$ cat src/rtl/word_sdram_port_pkg.sv
// Shared types and constants for the SDRAM word port: FSM states, pointer sizing, error bit positions.
package word_sdram_port_pkg;

  typedef enum logic [1:0] {
    IDLE  = 2'd0,
    WRITE = 2'd1,
    READ  = 2'd2
  } state_t;

  localparam int DEF_FRAME_WORDS = 784;
  localparam int PTR_W           = $clog2(DEF_FRAME_WORDS);

  localparam int ERR_WOVF = 0;
  localparam int ERR_ROVR = 1;

  // Pointer width for an arbitrary frame size; never narrower than one bit.
  function automatic int ptr_width(input int frames);
    return (frames > 1) ? $clog2(frames) : 1;
  endfunction

endpackage

$ cat src/rtl/word_fifo.sv
// Synchronous word FIFO with count-based full/empty; a push while full is dropped.
module word_fifo #(
  parameter int DEPTH = 8,
  parameter int WIDTH = 16
) (
  input  logic             clk,
  input  logic             rst,
  input  logic             push,
  input  logic [WIDTH-1:0] push_data,
  input  logic             pop,
  output logic [WIDTH-1:0] head,
  output logic             full,
  output logic             empty
);

  localparam int AW    = (DEPTH > 1) ? $clog2(DEPTH) : 1;
  localparam int CNT_W = AW + 1;
  localparam logic [CNT_W-1:0] FULL_CNT = CNT_W'(DEPTH);

  logic [WIDTH-1:0] mem_q [DEPTH];
  logic [AW-1:0]    wr_idx_q, wr_idx_d;
  logic [AW-1:0]    rd_idx_q, rd_idx_d;
  logic [CNT_W-1:0] count_q, count_d;
  logic             push_ok, pop_ok;

  assign full  = (count_q == FULL_CNT);
  assign empty = (count_q == '0);
  assign head  = mem_q[rd_idx_q];

  always_comb begin
    push_ok  = push && !full;
    pop_ok   = pop && !empty;
    wr_idx_d = wr_idx_q;
    rd_idx_d = rd_idx_q;
    count_d  = count_q;
    if (push_ok) wr_idx_d = wr_idx_q + AW'(1);
    if (pop_ok)  rd_idx_d = rd_idx_q + AW'(1);
    case ({push_ok, pop_ok})
      2'b10:   count_d = count_q + CNT_W'(1);
      2'b01:   count_d = count_q - CNT_W'(1);
      default: count_d = count_q;
    endcase
  end

  always_ff @(posedge clk or negedge rst) begin
    if (!rst) begin
      wr_idx_q <= '0;
      rd_idx_q <= '0;
      count_q  <= '0;
    end else begin
      wr_idx_q <= wr_idx_d;
      rd_idx_q <= rd_idx_d;
      count_q  <= count_d;
    end
  end

  // Storage needs no reset; only entries covered by count_q are ever read.
  always_ff @(posedge clk) begin
    if (push_ok) mem_q[wr_idx_q] <= push_data;
  end

endmodule

$ cat src/rtl/word_sdram_port.sv
// Buffers received words into sequential SDRAM writes and serves next-word reads,
// arbitrating both onto a single request/acknowledge SDRAM port.
module word_sdram_port
  import word_sdram_port_pkg::*;
#(
  parameter int ADDR_W      = 22,
  parameter int BASE_ADDR   = 0,
  parameter int FRAME_WORDS = DEF_FRAME_WORDS,
  parameter int FIFO_DEPTH  = 8
) (
  input  logic              clk,
  input  logic              rst,
  input  logic              wr_word_val,
  input  logic [15:0]       wr_word,
  input  logic              rd_req,
  output logic [15:0]       rd_word,
  output logic              rd_word_val,
  output logic              mem_req,
  output logic              mem_we,
  output logic [ADDR_W-1:0] mem_addr,
  output logic [15:0]       mem_wdata,
  input  logic              mem_ack,
  input  logic [15:0]       mem_rdata,
  output logic [ADDR_W-1:0] wr_cnt,
  output logic [ADDR_W-1:0] rd_cnt,
  output logic              frame_done,
  output logic [1:0]        err
);

  localparam int PW = ptr_width(FRAME_WORDS);
  localparam logic [PW-1:0]     PTR_LAST = PW'(FRAME_WORDS - 1);
  localparam logic [ADDR_W-1:0] BASE     = ADDR_W'(BASE_ADDR);

  state_t            state_q, state_d;
  logic [PW-1:0]     wr_ptr_q, wr_ptr_d;
  logic [PW-1:0]     rd_ptr_q, rd_ptr_d;
  logic [1:0]        rd_pend_q, rd_pend_d;
  logic              mem_req_q, mem_req_d;
  logic              mem_we_q, mem_we_d;
  logic [ADDR_W-1:0] mem_addr_q, mem_addr_d;
  logic [15:0]       mem_wdata_q, mem_wdata_d;
  logic [15:0]       rd_word_q, rd_word_d;
  logic              rd_word_val_q, rd_word_val_d;
  logic [ADDR_W-1:0] wr_cnt_q, wr_cnt_d;
  logic [ADDR_W-1:0] rd_cnt_q, rd_cnt_d;
  logic              frame_done_q, frame_done_d;
  logic [1:0]        err_q, err_d;

  logic              fifo_pop;
  logic [15:0]       fifo_head;
  logic              fifo_full, fifo_empty;
  logic              rd_done, rd_accept;

  word_fifo #(
    .DEPTH (FIFO_DEPTH),
    .WIDTH (16)
  ) u_fifo (
    .clk       (clk),
    .rst       (rst),
    .push      (wr_word_val),
    .push_data (wr_word),
    .pop       (fifo_pop),
    .head      (fifo_head),
    .full      (fifo_full),
    .empty     (fifo_empty)
  );

  always_comb begin
    state_d       = state_q;
    wr_ptr_d      = wr_ptr_q;
    rd_ptr_d      = rd_ptr_q;
    mem_req_d     = mem_req_q;
    mem_we_d      = mem_we_q;
    mem_addr_d    = mem_addr_q;
    mem_wdata_d   = mem_wdata_q;
    rd_word_d     = rd_word_q;
    rd_word_val_d = 1'b0;
    wr_cnt_d      = wr_cnt_q;
    rd_cnt_d      = rd_cnt_q;
    frame_done_d  = 1'b0;
    fifo_pop      = 1'b0;
    rd_done       = 1'b0;

    case (state_q)
      IDLE: begin
        // Reads win so the transmitter never starves behind a burst of writes.
        if (rd_pend_q != 2'd0) begin
          state_d    = READ;
          mem_req_d  = 1'b1;
          mem_we_d   = 1'b0;
          mem_addr_d = BASE + ADDR_W'(rd_ptr_q);
        end else if (!fifo_empty) begin
          state_d     = WRITE;
          mem_req_d   = 1'b1;
          mem_we_d    = 1'b1;
          mem_addr_d  = BASE + ADDR_W'(wr_ptr_q);
          mem_wdata_d = fifo_head;
        end
      end
      WRITE: begin
        if (mem_ack) begin
          fifo_pop     = 1'b1;
          wr_cnt_d     = wr_cnt_q + ADDR_W'(1);
          wr_ptr_d     = (wr_ptr_q == PTR_LAST) ? '0 : wr_ptr_q + PW'(1);
          frame_done_d = (wr_ptr_q == PTR_LAST);
          mem_req_d    = 1'b0;
          state_d      = IDLE;
        end
      end
      READ: begin
        if (mem_ack) begin
          rd_word_d     = mem_rdata;
          rd_word_val_d = 1'b1;
          rd_cnt_d      = rd_cnt_q + ADDR_W'(1);
          rd_done       = 1'b1;
          rd_ptr_d      = (rd_ptr_q == PTR_LAST) ? '0 : rd_ptr_q + PW'(1);
          mem_req_d     = 1'b0;
          state_d       = IDLE;
        end
      end
      default: begin
        mem_req_d = 1'b0;
        state_d   = IDLE;
      end
    endcase

    rd_accept = rd_req && (rd_pend_q != 2'd3);
    rd_pend_d = rd_pend_q;
    if (rd_accept && !rd_done)      rd_pend_d = rd_pend_q + 2'd1;
    else if (!rd_accept && rd_done) rd_pend_d = rd_pend_q - 2'd1;

    err_d = err_q;
    if (wr_word_val && fifo_full)         err_d[ERR_WOVF] = 1'b1;
    if (rd_req && (rd_pend_q == 2'd3))    err_d[ERR_ROVR] = 1'b1;
  end

  always_ff @(posedge clk or negedge rst) begin
    if (!rst) begin
      state_q       <= IDLE;
      wr_ptr_q      <= '0;
      rd_ptr_q      <= '0;
      rd_pend_q     <= '0;
      mem_req_q     <= 1'b0;
      mem_we_q      <= 1'b0;
      mem_addr_q    <= '0;
      mem_wdata_q   <= '0;
      rd_word_q     <= '0;
      rd_word_val_q <= 1'b0;
      wr_cnt_q      <= '0;
      rd_cnt_q      <= '0;
      frame_done_q  <= 1'b0;
      err_q         <= '0;
    end else begin
      state_q       <= state_d;
      wr_ptr_q      <= wr_ptr_d;
      rd_ptr_q      <= rd_ptr_d;
      rd_pend_q     <= rd_pend_d;
      mem_req_q     <= mem_req_d;
      mem_we_q      <= mem_we_d;
      mem_addr_q    <= mem_addr_d;
      mem_wdata_q   <= mem_wdata_d;
      rd_word_q     <= rd_word_d;
      rd_word_val_q <= rd_word_val_d;
      wr_cnt_q      <= wr_cnt_d;
      rd_cnt_q      <= rd_cnt_d;
      frame_done_q  <= frame_done_d;
      err_q         <= err_d;
    end
  end

  assign mem_req     = mem_req_q;
  assign mem_we      = mem_we_q;
  assign mem_addr    = mem_addr_q;
  assign mem_wdata   = mem_wdata_q;
  assign rd_word     = rd_word_q;
  assign rd_word_val = rd_word_val_q;
  assign wr_cnt      = wr_cnt_q;
  assign rd_cnt      = rd_cnt_q;
  assign frame_done  = frame_done_q;
  assign err         = err_q;

endmodule

$ cat config.mk
export PLATFORM = sky130hd
export DESIGN_NAME = word_sdram_port
export DESIGN_NICKNAME = d
export VERILOG_FILES = /design/src/rtl/word_sdram_port_pkg.sv /design/src/rtl/word_fifo.sv /design/src/rtl/word_sdram_port.sv
export SDC_FILE = /design/constraint.sdc
export NUM_CORES = 1
export LEC_CHECK = 0
export BUFFER_PORTS_ARGS = -buffer_cell sky130_fd_sc_hd__buf_2
export CORE_MARGIN = 2
export CORE_UTILIZATION = 35
export CTS_CLUSTER_SIZE = 24
export DETAILED_ROUTE_END_ITERATION = 10
export GPL_ROUTABILITY_DRIVEN = 0
export GPL_TIMING_DRIVEN = 0
export PLACE_DENSITY = 0.65
export RECOVER_POWER = 25
export SETUP_SLACK_MARGIN = 0.2
export SLEW_MARGIN = 40
export SYNTH_ARGS = -nofsm -noshare
export SYNTH_HDL_FRONTEND = slang
export SYNTH_SLANG_ARGS = --single-unit
$ cat constraint.sdc
create_clock -name clk -period 6.4 [get_ports clk]
set_input_delay 1.28 -clock clk [delete_from_list [all_inputs] [get_ports clk]]
set_output_delay 1.28 -clock clk [all_outputs]
set_load 0.005 [all_outputs]
Word level (Yosys, flattened, before mapping)
Memories as Yosys holds them, arrays and structs flattened. A register that Yosys moved wholly into a read port is not among the register bits.
Cells that the tools add are included.
Word-level totals
  flip-flop bits (word level): 122
  RAM bits: 128
  input bits: 37
  memories kept: 1
Operators by class
  add/subtract/negate cells: 10
  equal/unequal tests: 12
  muxes and demuxes: 23
  bitwise gates (word level): 2
  reductions and logical operators: 23
Memories
  u_fifo.mem_q: words 8, bits a word 16, rd ports 1, clocked after memory_dff 1, write ports 1, line word_fifo.sv:20  | logic [WIDTH-1:0] mem_q [DEPTH];
Operator list (number)
  $add A22 B1 Y22 const B: 2
  $mux W22: 2
  $add A10 B1 Y10 const B: 2
  $eq A10 B10 Y1 const B: 2
  $mux W10: 2
  $mux W1: 11
  $mux W2: 5
  $pmux W4 S2: 1
  $reduce_and A2 Y1: 4
  $logic_and A1 B1 Y1: 7
  $add A3 B1 Y3 const B: 2
  $eq A2 B2 Y1 const B: 3
  $reduce_bool A2 Y1: 3
  $logic_not A1 Y1: 5
  $add A4 B1 Y4 const B: 1
  $eq A2 B1 Y1 const B: 2
  $eq A4 B4 Y1 const B: 1
  $logic_not A4 Y1: 1
  $ne A2 B1 Y1 const B: 2
  $pmux W2 S2: 1
  $sub A4 B1 Y4 const B: 1
  $ne A3 B3 Y1 const B: 1
  $reduce_and A3 Y1: 1
  $add A2 B1 Y2 const B: 1
  6 further kinds: 7

Logic depth before layout (Yosys ltp)
  depth in word-level cells: 6
  mapped depth: 11
  depth with buffers taken out: 11

By module
Synthesis repeated with hierarchy kept, for this count alone.
Second synthesis, totals
  cells, all modules: 707
  area total of the unflattened synthesis: 10670.2 sq um
Modules (own cells, without submodules)
  word_fifo: instances 1, cells each 253, area an instance 5556.6 sq um, seq. area each 4093.9 sq um
  word_sdram_port: instances 1, cells each 454, area an instance 5113.7 sq um, seq. area each 2902.8 sq um

Least setup slack after synthesis
Ideal clock, no wire load.
  path kind: in2reg
  from: input port wr_word_val
  to: memory u_fifo.mem_q[0][0] (enable)
  arrival: 2.979 ns
  slack: 3.012 ns
  stages: 3
  cells stage by stage: a21boi_0 -> nand2b_1 -> nor3_1
On the way
  cells in the longest elaborated chain, start to end: 3
Ends and longest elaborated chain
  from (decl): line word_sdram_port.sv:13  | input logic wr_word_val,
  $logic_and A1 B1 Y1: line word_fifo.sv:31  | push_ok = push && !full;
  $mux W1: line word_fifo.sv:59  | if (push_ok) mem_q[wr_idx_q] <= push_data;
  $mux W1 (not written as such): line word_fifo.sv:59
  to (decl): line word_fifo.sv:20
Every way passes these cells.

==> run summary <==
The overall power after layout is 0.00539 W. Summed over all failing endpoints, the final setup total negative slack is 0 ns. Setup violations remaining at the end of the flow were counted as 0. The number of global-route vias before repair was 6368. In this run the worst path has a maximum fanout of 59. The final antenna-violating net count came out at 0. The kind of cell with the highest combined delay along the critical path is buffers and inverters. The power density over the cells is 421 nW/µm². The number of buffers created by CTS is 28. In this run, the combinational gates consume 26.3% of the power. The cell count after synthesis came out at 725. The worst register-to-register path begins at u_fifo.count_q[0]$_DFFE_PN0P_. The synthesized design contains 254 register bits. The worst setup path is captured at an async pin. The clock network latency to the later pin of the worst-skew pair came out at 0.54 ns.

Setup repair after global routing left no endpoint under its margin. The number of I/O pins came out at 141. The area growth from synthesis to layout is 22.5%. The clock network fraction of total power came out at 31.8%. The delay of the slowest cell on the worst path came out at 2.43 ns. The number of fill cells is 2673. The final number of max-transition violations is 59. The timing-limited maximum frequency came out at 255 MHz.

The flow ran to the end, but the final reports show violations. The via-per-instance ratio came out at 4.76. The minimum period implied by the final worst setup slack came out at 3.93 ns.

The number of rows in the core area came out at 63. The final clock skew came out at 0.0149 ns. The per-instance average area after synthesis came out at 14.4 µm². The clock sink total is 254. The count of synthesis-stage warnings from yosys is 0. Cell internal power was estimated by the tool at 0.00377 W.

The count of hold buffers inserted by post-cts repair came out at 0. The final-report hold violation count came out at 0. The worst setup path is launched from an input pin.

The detailed-router iteration count before antenna repair is 4. The clock root buffer is sky130_fd_sc_hd__clkbuf_16. The detailed-route wire length came out at 22100 µm. In the layout the commonest cells are sky130_fd_sc_hd__edfxtp_1 (128), sky130_fd_sc_hd__dfrtp_1 (126), sky130_fd_sc_hd__buf_2 (121). The switching power of the nets came out at 0.00162 W.

The type of the worst setup path is in -> async. The number of max-cap violations is 1. The detailed router finished its first iteration with 377 violations. The first-pass GRT wire length is 35200 µm. Across the VDD grid, the largest voltage drop is 0.000231 V. The number of different library cells used by synthesis comes to 49. The synthesized design devotes to its leading area cell type 36.7% of total area. Clock-pin slew was measured on the worst setup and hold paths at 0.06 ns. The worst relative slew slack came out at -134%. The wire-length estimate of the detail-placed layout is 15200 µm.

The share of the cycle needed by the critical path after routing came out at 61.3%. The sequential share of the synthesized area came out at 66.9%. The leakage power total came out at 5.41 nW. The final reports fail on capacitance limit, slew limit. The number of buffers between clock root and the deepest sink is 3. The remaining global-route overflow is 0. The class of the tightest hold or removal check is reg -> reg. The slew at the pin closest to its max-slew limit came out at 3.52 ns. The critical path goes through clkbuf_1. The number of enable flip-flop cells after synthesis is 128. The number of port buffers is 127.

The vias after detailed routing is 6275. TritonCTS built the clock tree. Ranked by total cell area, the synthesized netlist is headed by sky130_fd_sc_hd__edfxtp_1 (37%), sky130_fd_sc_hd__dfrtp_1 (30%), sky130_fd_sc_hd__mux4_2 (6.9%), sky130_fd_sc_hd__nand2_1 (4.3%), sky130_fd_sc_hd__xnor2_1 (3.5%). The reg2reg setup slack is 3.61 ns.

On the critical path, the stage with the largest delay is an instance of sky130_fd_sc_hd__clkbuf_1. The multi-input combinational cells in the finished layout cover a total of 3300 µm². The register area is 7000 µm². The combined global-route utilization of all metal layers is 14.4%. The routed length per placed instance is 16.8 µm. The initial antenna violation count came out at 1. Entering global routing, the biggest net connects 69 pins. The post-route worst hold slack is 0.465 ns.

Cells with a size suffix above 1 make up 27.2% of the layout. The number of levels in the clock H-tree came out at 1. The most frequent standard cell in the layout excluding fill and tap cells is sky130_fd_sc_hd__edfxtp_1. STA puts the critical path data required time at 6.24 ns. The total die area came out at 31300 µm². The post-cts gate resize count is 0. The number of buffers added for setup after CTS is 0.

Net switching is 30.1% of the power. The number of buffers and inverters on the critical path is 1. The y dimension of the die is 177 µm. The area of the core is 29600 µm².

The remaining routing DRC violations is 0. Of the total power, registers draw 41.9%. The main flop type after synthesis is sky130_fd_sc_hd__edfxtp_1. The biggest area consumer among synthesized cells is sky130_fd_sc_hd__edfxtp_1. At the worst endpoint, the arrival time is 3.77 ns. The starting density of the core came out at 35.4%. The net count reported at finish is 955. The cell area after synthesis came out at 10500 µm². The source of the critical timing path is rst. The async set-or-reset flop fraction in the synthesized netlist came out at 49.6%. The worst hold path begins at err[0]$_DFFE_PN0P_. The horizontal die dimension came out at 177 µm.
==> synth_stat cells, drive strengths merged, types with 8 or more instances <==
| library cell | count |
|---|---|
| edfxtp | 128 |
| dfrtp | 126 |
| nand2 | 120 |
| xnor2 | 42 |
| o21ai | 33 |
| mux4 | 32 |
| nor2 | 29 |
| buf | 28 |
| mux2i | 26 |
| nand3 | 26 |
| xor2 | 25 |
| nand4 | 21 |
| ha | 13 |
| nor3 | 9 |
| and4 | 8 |
| clkbuf | 8 |
==> metrics by stage <==
stage                     util, %  setup slack (ns)  area, µm²  instances
after floorplan                 -              3.01      10500        736
after global placement       39.3              1.60      11600       1253
after detailed placement     40.1              2.72      11800       1265
after CTS                    43.4              3.29      12800       1317
after global routing         43.4              1.75      12800       1318
final                        43.4              2.47      12800       1318
==> power groups by stage <==
stage	sequential (W)	combinational (W)	clock, W
6_report	0.00226	0.00142	0.00172
5_1_grt	0.00230	0.00159	0.00182
4_1_cts	0.00226	0.00146	0.00175
3_5_place_dp	0.00229	0.00146	0
3_3_place_gp	0.00228	0.00137	0
2_1_floorplan	0.00226	0.000919	0
==> per-layer routing <==
metal	track usage, %	routed length (µm)
met4	4.24	537
met5	0	0
met2	22.9	10300
met3	2.86	1200
met1	20.0	10100
==> logic make-up after synthesis <==
kind of cell | share of synthesized area [%]
AO/OA/AOI/OAI | 2.59
XOR/XNOR | 5.61
adder cells (fa/ha/maj) | 1.55
buffers and inverters | 2.49
flip-flops | 66.9
multiplexers | 9.59
other | 0.0358
AND/OR/NAND/NOR | 11.3
==> state kept, by name, indices dropped and copies added (netlist names), 3 cells and up <==
signal	cells
u_fifo.wr_idx_q	3
wr_cnt	22
rd_cnt	22
mem_wdata	16
wr_ptr_q	10
u_fifo.mem_q	128
rd_ptr_q	10
rd_word	16
u_fifo.count_q	4
u_fifo.rd_idx_q	3
mem_addr	10
==> worst paths after layout <==
path	depth (start not counted)	end
min reg2reg	1	err[0]$_DFFE_PN0P_
max in group clk	7	u_fifo.mem_q[0][4]$_DFFE_PP_
max reg2reg	7	u_fifo.mem_q[0][4]$_DFFE_PP_
min in group asynchronous	1	rd_cnt[9]$_DFFE_PN0P_
min	1	err[0]$_DFFE_PN0P_
max	1	mem_wdata[8]$_DFFE_PN0P_
==> final cells by class <==
class | instances | area share [%]
flip-flops and latches | 254 | 54.6
clock buffers | 34 | 5.80
multi-input cells | 439 | 25.8
diodes | 1 | 0.0195
inverters | 7 | 0.205
clock inverters | 18 | 2.01
plain buffers | 36 | 1.83
well taps | 390 | 3.81
repair buffers | 139 | 5.99
Power figures use the tool's default switching activity.
